## src/rtl/kbd_pkg.sv

```systemverilog
// Shared definitions for the keyboard MMIO controller: register map, bit
// positions and the break-code filter state type.
package kbd_pkg;

  localparam logic [1:0] ADDR_DATA   = 2'd0;
  localparam logic [1:0] ADDR_STATUS = 2'd1;
  localparam logic [1:0] ADDR_CTRL   = 2'd2;

  localparam int ST_NOT_EMPTY = 0;
  localparam int ST_FULL      = 1;
  localparam int ST_OVERFLOW  = 2;
  localparam int ST_RX_ERROR  = 3;
  localparam int ST_COUNT_LSB = 4;
  localparam int ST_COUNT_W   = 6;

  localparam int CTRL_ENABLE = 0;
  localparam int CTRL_FILTER = 1;
  localparam int CTRL_IRQ_EN = 2;

  typedef enum logic {
    FLT_PASS      = 1'b0,
    FLT_DROP_NEXT = 1'b1
  } flt_state_e;

endpackage

```

## src/rtl/kbd_scan_fifo.sv

```systemverilog
// Scancode FIFO: power-of-two depth, wrapping pointers, head visible
// combinationally so the controller can register it on a read.
module kbd_scan_fifo #(
  parameter int DEPTH = 8,
  localparam int AW = $clog2(DEPTH),
  localparam int CW = AW + 1
) (
  input  logic          clk,
  input  logic          reset,
  input  logic          push,
  input  logic [7:0]    din,
  input  logic          pop,
  output logic [7:0]    head,
  output logic [CW-1:0] count,
  output logic          full,
  output logic          empty
);
  import kbd_pkg::*;

  logic [7:0]    mem [DEPTH];
  logic [AW-1:0] wr_ptr_q, rd_ptr_q;
  logic [CW-1:0] count_q;
  logic          do_push, do_pop;

  assign full  = (count_q == CW'(DEPTH));
  assign empty = (count_q == '0);
  assign count = count_q;
  assign head  = mem[rd_ptr_q];

  // A push into a full FIFO only succeeds when an entry leaves the same cycle.
  assign do_pop  = pop && !empty;
  assign do_push = push && (!full || do_pop);

  always_ff @(posedge clk) begin
    if (do_push) mem[wr_ptr_q] <= din;
  end

  always_ff @(posedge clk or negedge reset) begin
    if (!reset) begin
      wr_ptr_q <= '0;
      rd_ptr_q <= '0;
      count_q  <= '0;
    end else begin
      if (do_push) wr_ptr_q <= wr_ptr_q + 1'b1;
      if (do_pop)  rd_ptr_q <= rd_ptr_q + 1'b1;
      case ({do_push, do_pop})
        2'b10:   count_q <= count_q + 1'b1;
        2'b01:   count_q <= count_q - 1'b1;
        default: count_q <= count_q;
      endcase
    end
  end

endmodule

```

## src/rtl/kbd_mmio_ctrl.sv

```systemverilog
// Memory-mapped PS/2 keyboard controller: optional break-code filtering,
// scancode FIFO, sticky error flags and a level interrupt.
module kbd_mmio_ctrl #(
  parameter int         FIFO_DEPTH = 8,
  parameter logic [7:0] F0_CODE    = 8'hF0
) (
  input  logic        clk,
  input  logic        reset,
  input  logic [7:0]  scancode,
  input  logic        scan_valid,
  input  logic        scan_err,
  input  logic [1:0]  addr,
  input  logic        re,
  input  logic        we,
  input  logic [31:0] wdata,
  output logic [31:0] rdata,
  output logic        irq
);
  import kbd_pkg::*;

  localparam int CW = $clog2(FIFO_DEPTH) + 1;

  logic [7:0]    head;
  logic [CW-1:0] count;
  logic          full, empty;
  logic          push, pop;

  logic          enable_q, enable_d;
  logic          filter_q, filter_d;
  logic          irq_en_q, irq_en_d;
  logic          ovf_q, ovf_d;
  logic          rxerr_q, rxerr_d;
  logic [31:0]   rdata_q, rdata_d;
  flt_state_e    state_q, state_d;

  logic          ctrl_wr, status_wr, scan_ok;
  logic [31:0]   status_word;

  assign ctrl_wr   = we && (addr == ADDR_CTRL);
  assign status_wr = we && (addr == ADDR_STATUS);
  assign pop       = re && (addr == ADDR_DATA) && !empty;
  assign scan_ok   = scan_valid && enable_q;

  always_comb begin
    status_word = '0;
    status_word[ST_NOT_EMPTY] = !empty;
    status_word[ST_FULL]      = full;
    status_word[ST_OVERFLOW]  = ovf_q;
    status_word[ST_RX_ERROR]  = rxerr_q;
    status_word[ST_COUNT_LSB +: ST_COUNT_W] = ST_COUNT_W'(count);
  end

  // Filter FSM: a CTRL write clearing enable or filter_break wins over a
  // same-cycle scancode so no stale DROP_NEXT survives the reconfiguration.
  always_comb begin
    state_d = state_q;
    push    = 1'b0;
    if (scan_ok) begin
      if (!filter_q) begin
        push = 1'b1;
      end else begin
        case (state_q)
          FLT_PASS: begin
            if (scancode == F0_CODE) state_d = FLT_DROP_NEXT;
            else                     push    = 1'b1;
          end
          FLT_DROP_NEXT: state_d = FLT_PASS;
          default:       state_d = FLT_PASS;
        endcase
      end
    end
    if (ctrl_wr && (!wdata[CTRL_ENABLE] || !wdata[CTRL_FILTER])) state_d = FLT_PASS;
  end

  always_comb begin
    enable_d = enable_q;
    filter_d = filter_q;
    irq_en_d = irq_en_q;
    if (ctrl_wr) begin
      enable_d = wdata[CTRL_ENABLE];
      filter_d = wdata[CTRL_FILTER];
      irq_en_d = wdata[CTRL_IRQ_EN];
    end
    // Set terms are ORed last so they beat a same-cycle write-1-to-clear.
    ovf_d   = (ovf_q && !(status_wr && wdata[ST_OVERFLOW])) || (push && full && !pop);
    rxerr_d = (rxerr_q && !(status_wr && wdata[ST_RX_ERROR])) || scan_err;

    rdata_d = rdata_q;
    if (re) begin
      case (addr)
        ADDR_DATA:   rdata_d = empty ? 32'h0 : {24'h0, head};
        ADDR_STATUS: rdata_d = status_word;
        ADDR_CTRL:   rdata_d = {29'h0, irq_en_q, filter_q, enable_q};
        default:     rdata_d = 32'h0;
      endcase
    end
  end

  always_ff @(posedge clk or negedge reset) begin
    if (!reset) begin
      enable_q <= 1'b1;
      filter_q <= 1'b1;
      irq_en_q <= 1'b0;
      ovf_q    <= 1'b0;
      rxerr_q  <= 1'b0;
      rdata_q  <= '0;
      state_q  <= FLT_PASS;
    end else begin
      enable_q <= enable_d;
      filter_q <= filter_d;
      irq_en_q <= irq_en_d;
      ovf_q    <= ovf_d;
      rxerr_q  <= rxerr_d;
      rdata_q  <= rdata_d;
      state_q  <= state_d;
    end
  end

  kbd_scan_fifo #(.DEPTH(FIFO_DEPTH)) u_fifo (
    .clk   (clk),
    .reset (reset),
    .push  (push),
    .din   (scancode),
    .pop   (pop),
    .head  (head),
    .count (count),
    .full  (full),
    .empty (empty)
  );

  assign rdata = rdata_q;
  assign irq   = irq_en_q && (!empty || ovf_q || rxerr_q);

endmodule

```

## config.mk

```make
export PLATFORM = sky130hd
export DESIGN_NAME = kbd_mmio_ctrl
export DESIGN_NICKNAME = d
export VERILOG_FILES = /design/src/rtl/kbd_pkg.sv /design/src/rtl/kbd_scan_fifo.sv /design/src/rtl/kbd_mmio_ctrl.sv
export SDC_FILE = /design/constraint.sdc
export NUM_CORES = 1
export LEC_CHECK = 0
export CORE_MARGIN = 4
export CORE_UTILIZATION = 51
export DETAILED_ROUTE_END_ITERATION = 7
export GPL_TIMING_DRIVEN = 0
export PLACE_DENSITY_LB_ADDON = 0.05
export SYNTH_ARGS = -nofsm -noshare
export SYNTH_HDL_FRONTEND = slang
export SYNTH_SLANG_ARGS = --single-unit
```

## constraint.sdc

```tcl
create_clock -name clk -period 2.7 [get_ports clk]
set_input_delay 0.54 -clock clk [delete_from_list [all_inputs] [get_ports clk]]
set_output_delay 0.54 -clock clk [all_outputs]
set_load 0.01 [all_outputs]
```

==> results.tsv, run 1 <==
stage	metric	value	unit
routing	drtAntennaViolNets	0	
power_and_ir_drop	clockPowerShare	0.227	
sta	final_hold_viol_count	0	
placed_design	post_dp_cell_area	4410	µm²
power_and_ir_drop	power_density	836	nW/µm²
logic_synthesis	synth_top_cell_area_share	0.490	
routing	avgViaCountPerCell	5.15	
clock_network	cts_tree	done	
setup_path	slowest_delay	0.70	ns
power_and_ir_drop	power_frac_seq	0.468	
setup_path	reg2reg_depth	6	
global_route	antenna_found_initial	0	
die	die_h	95.7	µm
outcome	outcome	finished, violations left	
power_and_ir_drop	swShare	0.313	
clock_network	cts_buffers	9	
global_route	grt_pass1_vias	2109	
power_and_ir_drop	pwr-share-comb	0.304	
min_path	hold_path_end	rdata[0]	
placed_design	routabilityCongestion	0.790	
setup_path	crit_chain	clkdlybuf4s50_1 -> or4b_4 -> buf_6 -> nand2_8 -> nand3_1 -> nor2_1	
placed_design	portBuffers	27	
placed_design	pre_cts_slack	-1.11	ns
sta	finalClockSkew	0.00710	ns
clock_network	clock-sinks	88	
min_path	hp-class	reg2reg	
logic_synthesis	yosysTopAreaCell	edfxtp_1	
die	core_region_area	7370	µm²
outcome	violations	negative setup slack	
clock_network	clk_pin_slew	0.08	ns
clock_network	clockBufferDepth	2	
logic_synthesis	synth.distinct_cells	44	
clock_network	clock_latency	0.35	ns
routing	drt-pass1-iter-count	4	
sta	rsz0062_at_grt	true	
setup_path	rr_startpoint	u_fifo.count[0]	
min_path	hold_start	rdata[0]	
die	num_io_pins	81	
sta	worst_pin_slew	1.12	ns
sta	period_share	1.02	
setup_path	critical_path_required	2.68	ns
power_and_ir_drop	peakVddDrop	0.473	mV
layout	design_area	4660	µm²
min_path	holdPathStages	2	
layout	num_antenna_cells	0	
logic_synthesis	synth_area_leaders	edfxtp_1 49%, dfrtp_1 14%, mux4_2 9.2%	
global_route	grt_pass1_wl	11600	µm
die	dieWidth	95.7	µm
routing	wl_per_cell	17.4	µm
power_and_ir_drop	switchingPower	1.22	mW
layout	nNetsFinal	371	
routing	postRouteWirelength	7330	µm
run	cap_viol_max_count	0	
clock_network	cts_hold_buf	0	
die	placementRows	31	
layout	drive_gt1_frac	0.263	
setup_path	end_kind	flip-flop	
placed_design	dp_hpwl	4970	µm
sta	setup_tns	-1.12	ns
setup_path	rr_endpoint	u_fifo.mem[5][5]	
clock_network	cts-htree-levels	3	
sta	slew_violations	0	
sta	fmax	0.363	GHz
power_and_ir_drop	p_leak	1.74	nW
die	fp.dieArea	9160	µm²
clock_network	cts-root-buf	clkbuf_8	
setup_path	crit_fanout	8	
setup_path	crit_type	in2reg	
sta	worst_slack	-0.0575	ns
setup_path	start_kind	input port	
logic_synthesis	syn_inst	254	
setup_path	rrSetupSlack	0.15	ns
sta	period_needed	2.76	ns
logic_synthesis	avgSynthCellArea	15.4	µm²
power_and_ir_drop	intPower	2.68	mW
global_route	grt_max_degree	25	
setup_path	worst_path_max_delay_cell	nor2_1	
sta	finalSetupViolations	25	
die	start_util	0.532	
setup_path	worstPathArrival	2.74	ns
sta	slew_headroom	0.252	
global_route	grtUsageTotal	0.177	
logic_synthesis	seq_area_frac_synth	0.644	
routing	vias	2173	
routing	drc	0	
logic_synthesis	ys_ff_latch	88	
logic_synthesis	netlist_area	3920	µm²
power_and_ir_drop	power	3.89	mW
logic_synthesis	yosysWarnings	0	
routing	drtIter0Drc	119	
layout	area_delta_synth_final	18.8	%
global_route	grt-ovfl-total	0	
==> metrics by stage <==
| step | util | hold WS, ns | std cells |
|---|---|---|---|
| after floorplan | - | 0.244 | 277 |
| after global placement | 0.598 | 0.490 | 403 |
| after detailed placement | 0.599 | 0.499 | 403 |
| after CTS | 0.632 | 0.520 | 422 |
| after global routing | 0.632 | 0.578 | 422 |
| final | 0.632 | 0.511 | 422 |
==> logic make-up (layout without fill, tap and decap cells) <==
group | after synthesis | after routing | share of synthesized area
DFF | 88 | 88 | 0.644
AOI/OAI and AO/OA | 29 | 29 | 0.0444
and+or+nand+nor | 56 | 56 | 0.0826
muxes | 31 | 31 | 0.133
adders and majority gates | 5 | 5 | 0.0179
buffers and inverters | 37 | 83 | 0.0619
other | 1 | 24 | 0.000956
xor gates and xnor gates | 7 | 7 | 0.0156
==> power by group through the flow <==
stage | combinational, mW | clock (mW) | sequential (mW)
2_1_floorplan | 0.857 | 0 | 1.81
3_3_place_gp | 1.16 | 0 | 1.83
3_5_place_dp | 1.19 | 0 | 1.84
4_1_cts | 1.20 | 0.896 | 1.83
5_1_grt | 1.32 | 0.958 | 1.85
6_report | 1.18 | 0.885 | 1.82
==> worst max path at each step <==
stage                           start               end  slack (ns)
after floorplan           scancode[1]   u_fifo.count[3]        0.04
after global placement    scancode[0]  u_fifo.mem[4][4]       -1.04
after detailed placement  scancode[0]  u_fifo.mem[4][4]       -1.11
after CTS                     addr[0]  u_fifo.mem[5][4]       -0.06
after global routing          addr[0]  u_fifo.mem[6][6]       -0.17
final                         addr[0]  u_fifo.mem[5][5]       -0.06
==> cell type report <==
cell class	count	area, µm²
clock inverter	6	60.1
sequential	88	2520
timing repair buffer	30	288
buffer	33	228
clock buffer	10	128
multi-input combinational	152	1290
inverter	4	15.0
tap	99	124
fill	580	2710
==> placed cells by master, fill, tap and decap left out, drive strengths merged, types with 4 or more instances in the layout <==
cell type and n:
inv 4, edfxtp 64, nor2 17, dfrtp 22, xnor2 5, nor3 4, mux2 5, a21oi 14
clkbuf 15, mux4 16, dlygate4sd2 6, buf 31, clkdlybuf4s50 19, conb 24, o21ai 5, ha 4
mux2i 10, nand2 15, nand3 5, clkinv 4
==> flip-flops by register name, summed over array words and instances, names as in the netlist <==
signal / flops
u_fifo.mem: 64
rdata: 8
u_fifo.count: 4
u_fifo.rd_ptr_q: 3
u_fifo.wr_ptr_q: 3
enable_q: 1
filter_q: 1
irq_en_q: 1
ovf_q: 1
rxerr_q: 1
state_q: 1
==> repair_timing <==
item                                    in CTS  in global routing
buffers inserted                             3                  0
pin swaps                                    2                  0
endpoints found under the hold margin        0                  0
endpoints found under the setup margin      67                 48
gates resized for setup                     20                  0
==> critical path: cells and delay by family <==
kind,cells,cell delay [ns]
buffers and inverters,2,0.68
and+or+nand+nor,4,1.50
==> synth_stat cells <==
| cell | n |
|---|---|
| nor4_1 | 2 |
| nor4b_2 | 2 |
| mux2i_1 | 10 |
| o21bai_1 | 1 |
| or3_1 | 2 |
| buf_1 | 1 |
| nor4_4 | 1 |
| xor2_1 | 2 |
| nor2b_1 | 2 |
| dfstp_2 | 2 |
| o22ai_1 | 2 |
| or4b_4 | 1 |
| o21ai_0 | 5 |
| nand3_1 | 5 |
| mux2_4 | 1 |
| or4_1 | 1 |
| nor2_1 | 17 |
| a21boi_0 | 1 |
| clkbuf_1 | 4 |
| inv_1 | 4 |
| xnor2_1 | 5 |
| nand2_4 | 1 |
| fa_1 | 1 |
| mux2_2 | 4 |
| a32o_1 | 1 |
| ha_1 | 4 |
| nand2_8 | 1 |
| nor3_1 | 4 |
| dfrtp_1 | 22 |
| a22oi_1 | 2 |
| a21o_1 | 2 |
| buf_6 | 1 |
| a21oi_2 | 1 |
| mux4_2 | 16 |
| nand2b_1 | 3 |
| buf_2 | 1 |
| clkbuf_2 | 1 |
| a21oi_1 | 13 |
| o211ai_1 | 1 |
| conb_1 | 1 |
| nand2_1 | 13 |
| nand4_1 | 1 |
| edfxtp_1 | 64 |
| buf_4 | 25 |
==> routing by layer <==
layer  global-route usage  wire, µm
met1                0.244      3340
met2                0.283      3580
met5                    0         0
met3               0.0300       310
met4               0.0675       110
(Power assumes the default switching activity.)
==> inputs of run 2 (changes only) <==
--- a/config.mk
+++ b/config.mk
@@ -5,7 +5,7 @@
 export SDC_FILE = /design/constraint.sdc
 export NUM_CORES = 1
 export LEC_CHECK = 0
-export CORE_MARGIN = 4
+export CORE_ASPECT_RATIO = 2
 export CORE_UTILIZATION = 51
 export DETAILED_ROUTE_END_ITERATION = 7
 export GPL_TIMING_DRIVEN = 0
==> run 2 against run 1 <==
Against the previous run: the run still ends with negative setup slack left; design area rose by 2.3%; combinational power barely moved; first-iteration DRC count rose by 0.84%; flip-flop and latch count did not move; hold slack barely moved; global-route usage rose by 3.6 points; via count rose by 0.60%; clock skew fell by 0.0010 ns; count of clock-buffer cells in the layout rose by 1; die area fell by 12%; critical endpoint is now u_fifo.mem[6][7].
==> results.tsv, run 2 (synthesis results as in run 1) <==
stage	metric	value	unit	change
outcome	outcome	finished, violations left		
outcome	violations	negative setup slack		
die	core_region_area	7320	µm²	-0.65%
placed_design	portBuffers	27		unchanged
clock_network	clk_pin_slew	0.06	ns	-0.02 ns
power_and_ir_drop	power_density	867	nW/µm²	+3.8%
die	die_h	126	µm	+32%
die	fp.dieArea	8060	µm²	-12%
layout	final_cell_count_no_fill	415		-1.7%
layout	final_cell_mix	64 x edfxtp_1, 27 x buf_4, 24 x conb_1		
sta	period_needed	2.74	ns	-0.0152 ns
layout	num_antenna_cells	0		unchanged
layout	mostFrequentLayoutCell	edfxtp_1		
die	num_io_pins	81		unchanged
routing	vias	2186		+0.60%
placed_design	routabilityCongestion	0.787		-0.32%
sta	rsz0062_at_grt	true		
setup_path	reg2reg_depth	6		unchanged
clock_network	cts-root-buf	clkbuf_16		
setup_path	end_kind	flip-flop		
setup_path	crit_type	in2reg		
setup_path	critical_path_required	2.67	ns	about the same
sta	worst_pin_slew	1.16	ns	+0.0447 ns
setup_path	worstPathArrival	2.71	ns	-0.03 ns
global_route	grtUsageTotal	0.213		+0.0363
min_path	hp-class	reg2reg		
layout	design_area	4770	µm²	+2.3%
global_route	grt_pass1_vias	2343		+11%
sta	fmax	0.365	GHz	+0.55%
layout	drive_gt1_frac	0.263		unchanged
sta	setup_tns	-0.316	ns	+0.800 ns
global_route	grt_max_degree	25		unchanged
sta	slew_headroom	0.222		-0.0299
routing	drtIter0Drc	120		+0.84%
layout	largest-register	u_fifo.mem		
clock_network	clock-sinks	88		unchanged
sta	finalSetupViolations	8		-68%
die	start_util	0.536		+0.00346
power_and_ir_drop	switchingPower	1.26	mW	+3.7%
layout	nNetsFinal	371		unchanged
global_route	grt_pass1_wl	12100	µm	+3.7%
power_and_ir_drop	clockPowerShare	0.263		+0.036
die	placementRows	44		+42%
routing	wl_per_cell	18.5	µm	+6.2%
power_and_ir_drop	power	4.14	mW	+6.2%
clock_network	cts_tree	done		
sta	finalClockSkew	0.00605	ns	-0.00105 ns
power_and_ir_drop	peakVddDrop	0.601	mV	+27%
power_and_ir_drop	power_frac_seq	0.444		-0.024
min_path	holdPathStages	2		unchanged
sta	worst_slack	-0.0422	ns	+0.0152 ns
die	dieWidth	64.0	µm	-33%
clock_network	cts_buffers	9		unchanged
routing	drc	0		unchanged
power_and_ir_drop	pwr-share-comb	0.293		-0.011
placed_design	dp_hpwl	5320	µm	+7.0%
layout	multi_input_area	1330	µm²	+3.1%
placed_design	post_dp_cell_area	4410	µm²	about the same
clock_network	clockBufferDepth	2		unchanged
power_and_ir_drop	p_leak	1.79	nW	+2.7%
routing	drt-pass1-iter-count	4		unchanged
layout	seq_area	2520	µm²	unchanged
power_and_ir_drop	swShare	0.305		-0.00741
global_route	antenna_found_initial	0		unchanged
placed_design	dp.cells	397		-1.5%
clock_network	cts-htree-levels	3		unchanged
global_route	grt-ovfl-total	0		unchanged
sta	holdWs	0.511	ns	-0.0000670 ns
sta	final_hold_viol_count	0		unchanged
routing	avgViaCountPerCell	5.27		+2.3%
setup_path	crit_fanout	8		unchanged
power_and_ir_drop	intPower	2.87	mW	+7.4%
layout	fillers	577		-0.52%
layout	area_delta_synth_final	21.6	%	
clock_network	cts_hold_buf	0		unchanged
routing	drtAntennaViolNets	0		unchanged
sta	slew_violations	0		unchanged
sta	period_share	1.02		-0.00563
routing	postRouteWirelength	7660	µm	+4.5%
run	cap_viol_max_count	0		unchanged
setup_path	start_kind	input port		
clock_network	clock_latency	0.34	ns	about the same
layout	largest_register_ffs	64		unchanged
run 2: cell types whose count changed in the layout (fill, tap and decap cells not counted), sizes merged:
| cell | before | now |
|---|---|---|
| bufinv | 1 | 0 |
| buf | 31 | 32 |
| clkbuf | 15 | 16 |
| dlygate4sd2 | 6 | 5 |
run 2: worst max-delay path, stage by stage:
cell	delay, ns
clkdlybuf4s50_1	0.53
or4b_4	0.58
buf_6	0.16
nand2_8	0.07
nand3_1	0.25
nor2_2	0.58
run 2: power groups by stage:
stage	registers, mW	logic (mW)	clock network (mW)
6_report	1.84	1.21	1.09
5_1_grt	1.86	1.33	1.16
4_1_cts	1.83	1.21	1.11
3_5_place_dp	1.84	1.19	0
3_3_place_gp	1.83	1.17	0
2_1_floorplan	1.81	0.857	0
run 2: worst paths after layout:
path	startpoint	end	slack, ns
max reg2reg	u_fifo.count[0]	u_fifo.mem[6][7]	0.19
max	addr[0]	u_fifo.mem[6][7]	-0.04
min reg2reg	rdata[0]	rdata[0]	0.51
max in group asynchronous	reset	u_fifo.wr_ptr_q[2]	1.17
min	rdata[0]	rdata[0]	0.51
min in group asynchronous	reset	rdata[2]	0.82
run 2: repair_timing:
| action | CTS | global route |
|---|---|---|
| pin swaps | 2 | 1 |
| gates resized for setup | 26 | 5 |
| endpoints found under the setup margin | 65 | 50 |
| setup buffers | 1 | 1 |
run 2: per-stage QoR:
step / util / setup slack [ns]
6_report: 0.651 / -0.0422
3_5_place_dp: 0.603 / -0.977
2_1_floorplan: - / 0.0403
4_1_cts: 0.644 / -0.0237
5_1_grt: 0.651 / -0.137
3_3_place_gp: 0.601 / -1.14
run 2: area by class of cell:
type                            count  share of cell area
Multi-Input combinational cell    152               0.279
Sequential cell                    88               0.530
Buffer                             33              0.0478
Timing Repair Buffer               30              0.0622
Tap cell                           92              0.0241
Clock buffer                       11              0.0488
Inverter                            4             0.00315
Clock inverter                      5             0.00499
run 2: layer usage:
layer  vias to the layer above  track usage  routed length, µm
met2                        46        0.380               4500
li1                       1036            -                  -
met3                        12       0.0344                240
met4                         0        0.135                139
met1                      1092        0.227               2780
met5                         -            0                  0
==> inputs of run 3 (changes only) <==
--- a/config.mk
+++ b/config.mk
@@ -9,6 +9,7 @@
 export CORE_UTILIZATION = 51
 export DETAILED_ROUTE_END_ITERATION = 7
 export GPL_TIMING_DRIVEN = 0
+export MAX_ROUTING_LAYER = met4
 export PLACE_DENSITY_LB_ADDON = 0.05
 export SYNTH_ARGS = -nofsm -noshare
 export SYNTH_HDL_FRONTEND = slang
==> run 3 against run 2 <==
Against the previous run: utilization decreased by 0.085 points; cell count unchanged; maximum frequency decreased by 0.92%; the run still ends with negative setup slack left; largest cell class unchanged; global-route usage increased by 0.68 points.
==> results.tsv, run 3 (synthesis results as in run 1) <==
stage	metric	value	unit	change
sta	slew_headroom	0.230		+0.00785
die	die_h	126	µm	unchanged
routing	avgViaCountPerCell	5.23		-0.64%
layout	nNetsFinal	371		unchanged
global_route	grtUsageTotal	0.220		+0.00684
placed_design	pre_cts_slack	-0.977	ns	unchanged
placed_design	dp_hpwl	5320	µm	unchanged
global_route	grt_pass1_wl	12100	µm	about the same
clock_network	clockBufferDepth	2		unchanged
sta	finalSetupViolations	24		+16
die	placementRows	44		unchanged
power_and_ir_drop	swShare	0.304		-0.00167
routing	drtAntennaViolNets	0		unchanged
power_and_ir_drop	power_frac_seq	0.445		about the same
global_route	antenna_found_initial	0		unchanged
layout	area_delta_synth_final	21.4	%	
layout	num_antenna_cells	0		unchanged
die	core_region_area	7320	µm²	unchanged
sta	period_share	1.03		+0.00947
outcome	violations	negative setup slack		
power_and_ir_drop	pwr-share-comb	0.292		about the same
sta	holdWs	0.512	ns	+0.00103 ns
routing	vias	2172		-0.64%
routing	drc	0		unchanged
sta	worst_pin_slew	1.15	ns	-0.0117 ns
layout	drive_gt1_frac	0.263		unchanged
sta	slew_violations	0		unchanged
sta	rsz0062_at_grt	true		
power_and_ir_drop	clockPowerShare	0.263		about the same
placed_design	routabilityCongestion	0.798		+1.4%
sta	finalClockSkew	0.00614	ns	+0.0000893 ns
layout	mostFrequentLayoutCell	edfxtp_1		
layout	fillers	579		+0.35%
sta	period_needed	2.77	ns	+0.0256 ns
die	dieWidth	64.0	µm	unchanged
die	fp.dieArea	8060	µm²	unchanged
sta	fmax	0.361	GHz	-0.92%
sta	final_hold_viol_count	0		unchanged
outcome	outcome	finished, violations left		
routing	wl_per_cell	18.4	µm	-0.35%
die	start_util	0.536		unchanged
power_and_ir_drop	switchingPower	1.25	mW	-0.81%
setup_path	crit_type	in2reg		
routing	drtIter0Drc	105		-13%
global_route	grt_pass1_vias	2336		-0.30%
clock_network	cts-root-buf	clkbuf_16		
setup_path	start_kind	input port		
layout	utilization	0.650		-0.000854
setup_path	crit_fanout	8		unchanged
power_and_ir_drop	peakVddDrop	0.599	mV	-0.22%
layout	largest-register	u_fifo.mem		
layout	final_cell_mix	64 x edfxtp_1, 27 x buf_4, 24 x conb_1		
sta	worst_slack	-0.0678	ns	-0.0256 ns
power_and_ir_drop	p_leak	1.78	nW	-0.25%
layout	multi_input_area	1330	µm²	-0.47%
clock_network	clock_latency	0.34	ns	about the same
sta	setup_tns	-0.748	ns	-0.433 ns
routing	postRouteWirelength	7630	µm	-0.35%
power_and_ir_drop	power_density	866	nW/µm²	-0.13%
setup_path	critical_path_required	2.67	ns	about the same
setup_path	worstPathArrival	2.74	ns	+0.03 ns
clock_network	cts_buffers	9		unchanged
global_route	grt_max_degree	25		unchanged
die	num_io_pins	81		unchanged
power_and_ir_drop	intPower	2.87	mW	about the same
global_route	grt-ovfl-total	0		unchanged
clock_network	clock-sinks	88		unchanged
layout	largest_register_ffs	64		unchanged
run	cap_viol_max_count	0		unchanged
min_path	hp-class	reg2reg		
clock_network	cts-htree-levels	3		unchanged
placed_design	portBuffers	27		unchanged
clock_network	clk_pin_slew	0.06	ns	about the same
setup_path	end_kind	flip-flop		
layout	seq_area	2520	µm²	unchanged
routing	drt-pass1-iter-count	4		unchanged
clock_network	cts_tree	done		
[run 3: per-layer routing]
layer | vias to the layer above | track usage | share of wire
met2 | 46 | 0.381 | 0.59
met1 | 1077 | 0.226 | 0.36
met5 | - | - | 0
li1 | 1032 | - | -
met4 | 0 | 0.119 | 0.025
met3 | 17 | 0.0480 | 0.031
[run 3: path summary, 6_finish.rpt]
kind	start	endpoint	slack (ns)	depth (start not counted)
min in group asynchronous	reset	rdata[2]	0.82	1
min	rdata[0]	rdata[0]	0.51	2
max in group asynchronous	reset	rdata[3]	1.18	1
min reg2reg	rdata[0]	rdata[0]	0.51	2
max reg2reg	u_fifo.count[0]	u_fifo.mem[6][7]	0.17	6
max	addr[0]	u_fifo.mem[6][7]	-0.07	6
[run 3: power groups by stage]
stage               Clock, mW  Combinational (mW)  Sequential (mW)
floorplan                   0               0.857             1.81
global placement            0                1.17             1.83
detailed placement          0                1.19             1.84
CTS                      1.11                1.21             1.83
global route             1.16                1.33             1.86
finish                   1.08                1.20             1.83
[run 3: per-stage QoR]
step / total power, mW / cells / cell area, µm²
4_1_cts: 4.15 / 414 / 4710
2_1_floorplan: 2.67 / 277 / 4010
6_report: 4.12 / 415 / 4760
3_5_place_dp: 3.03 / 397 / 4410
3_3_place_gp: 2.99 / 396 / 4400
5_1_grt: 4.34 / 415 / 4760
[run 3: critical path: stages]
cell and delay (ns):
clkdlybuf4s50_1 0.53, or4b_4 0.58, buf_6 0.16, nand2_8 0.07, nand3_1 0.25, nor2_2 0.59
[run 3: layout make-up]
class	count	area share
Sequential cell	88	0.530
Clock buffer	11	0.0489
Tap cell	92	0.0242
Clock inverter	5	0.00499
Buffer	33	0.0478
Inverter	4	0.00315
Timing Repair Buffer	30	0.0623
Multi-Input combinational cell	152	0.279
[run 3: repair_timing]
action,in CTS,in global routing
cloned,0,0
hold buffers,0,0
endpoints found under the hold margin,0,0
pin swaps,2,1
gates resized for setup,26,4
setup endpoints to repair,65,46
buffers inserted,1,1
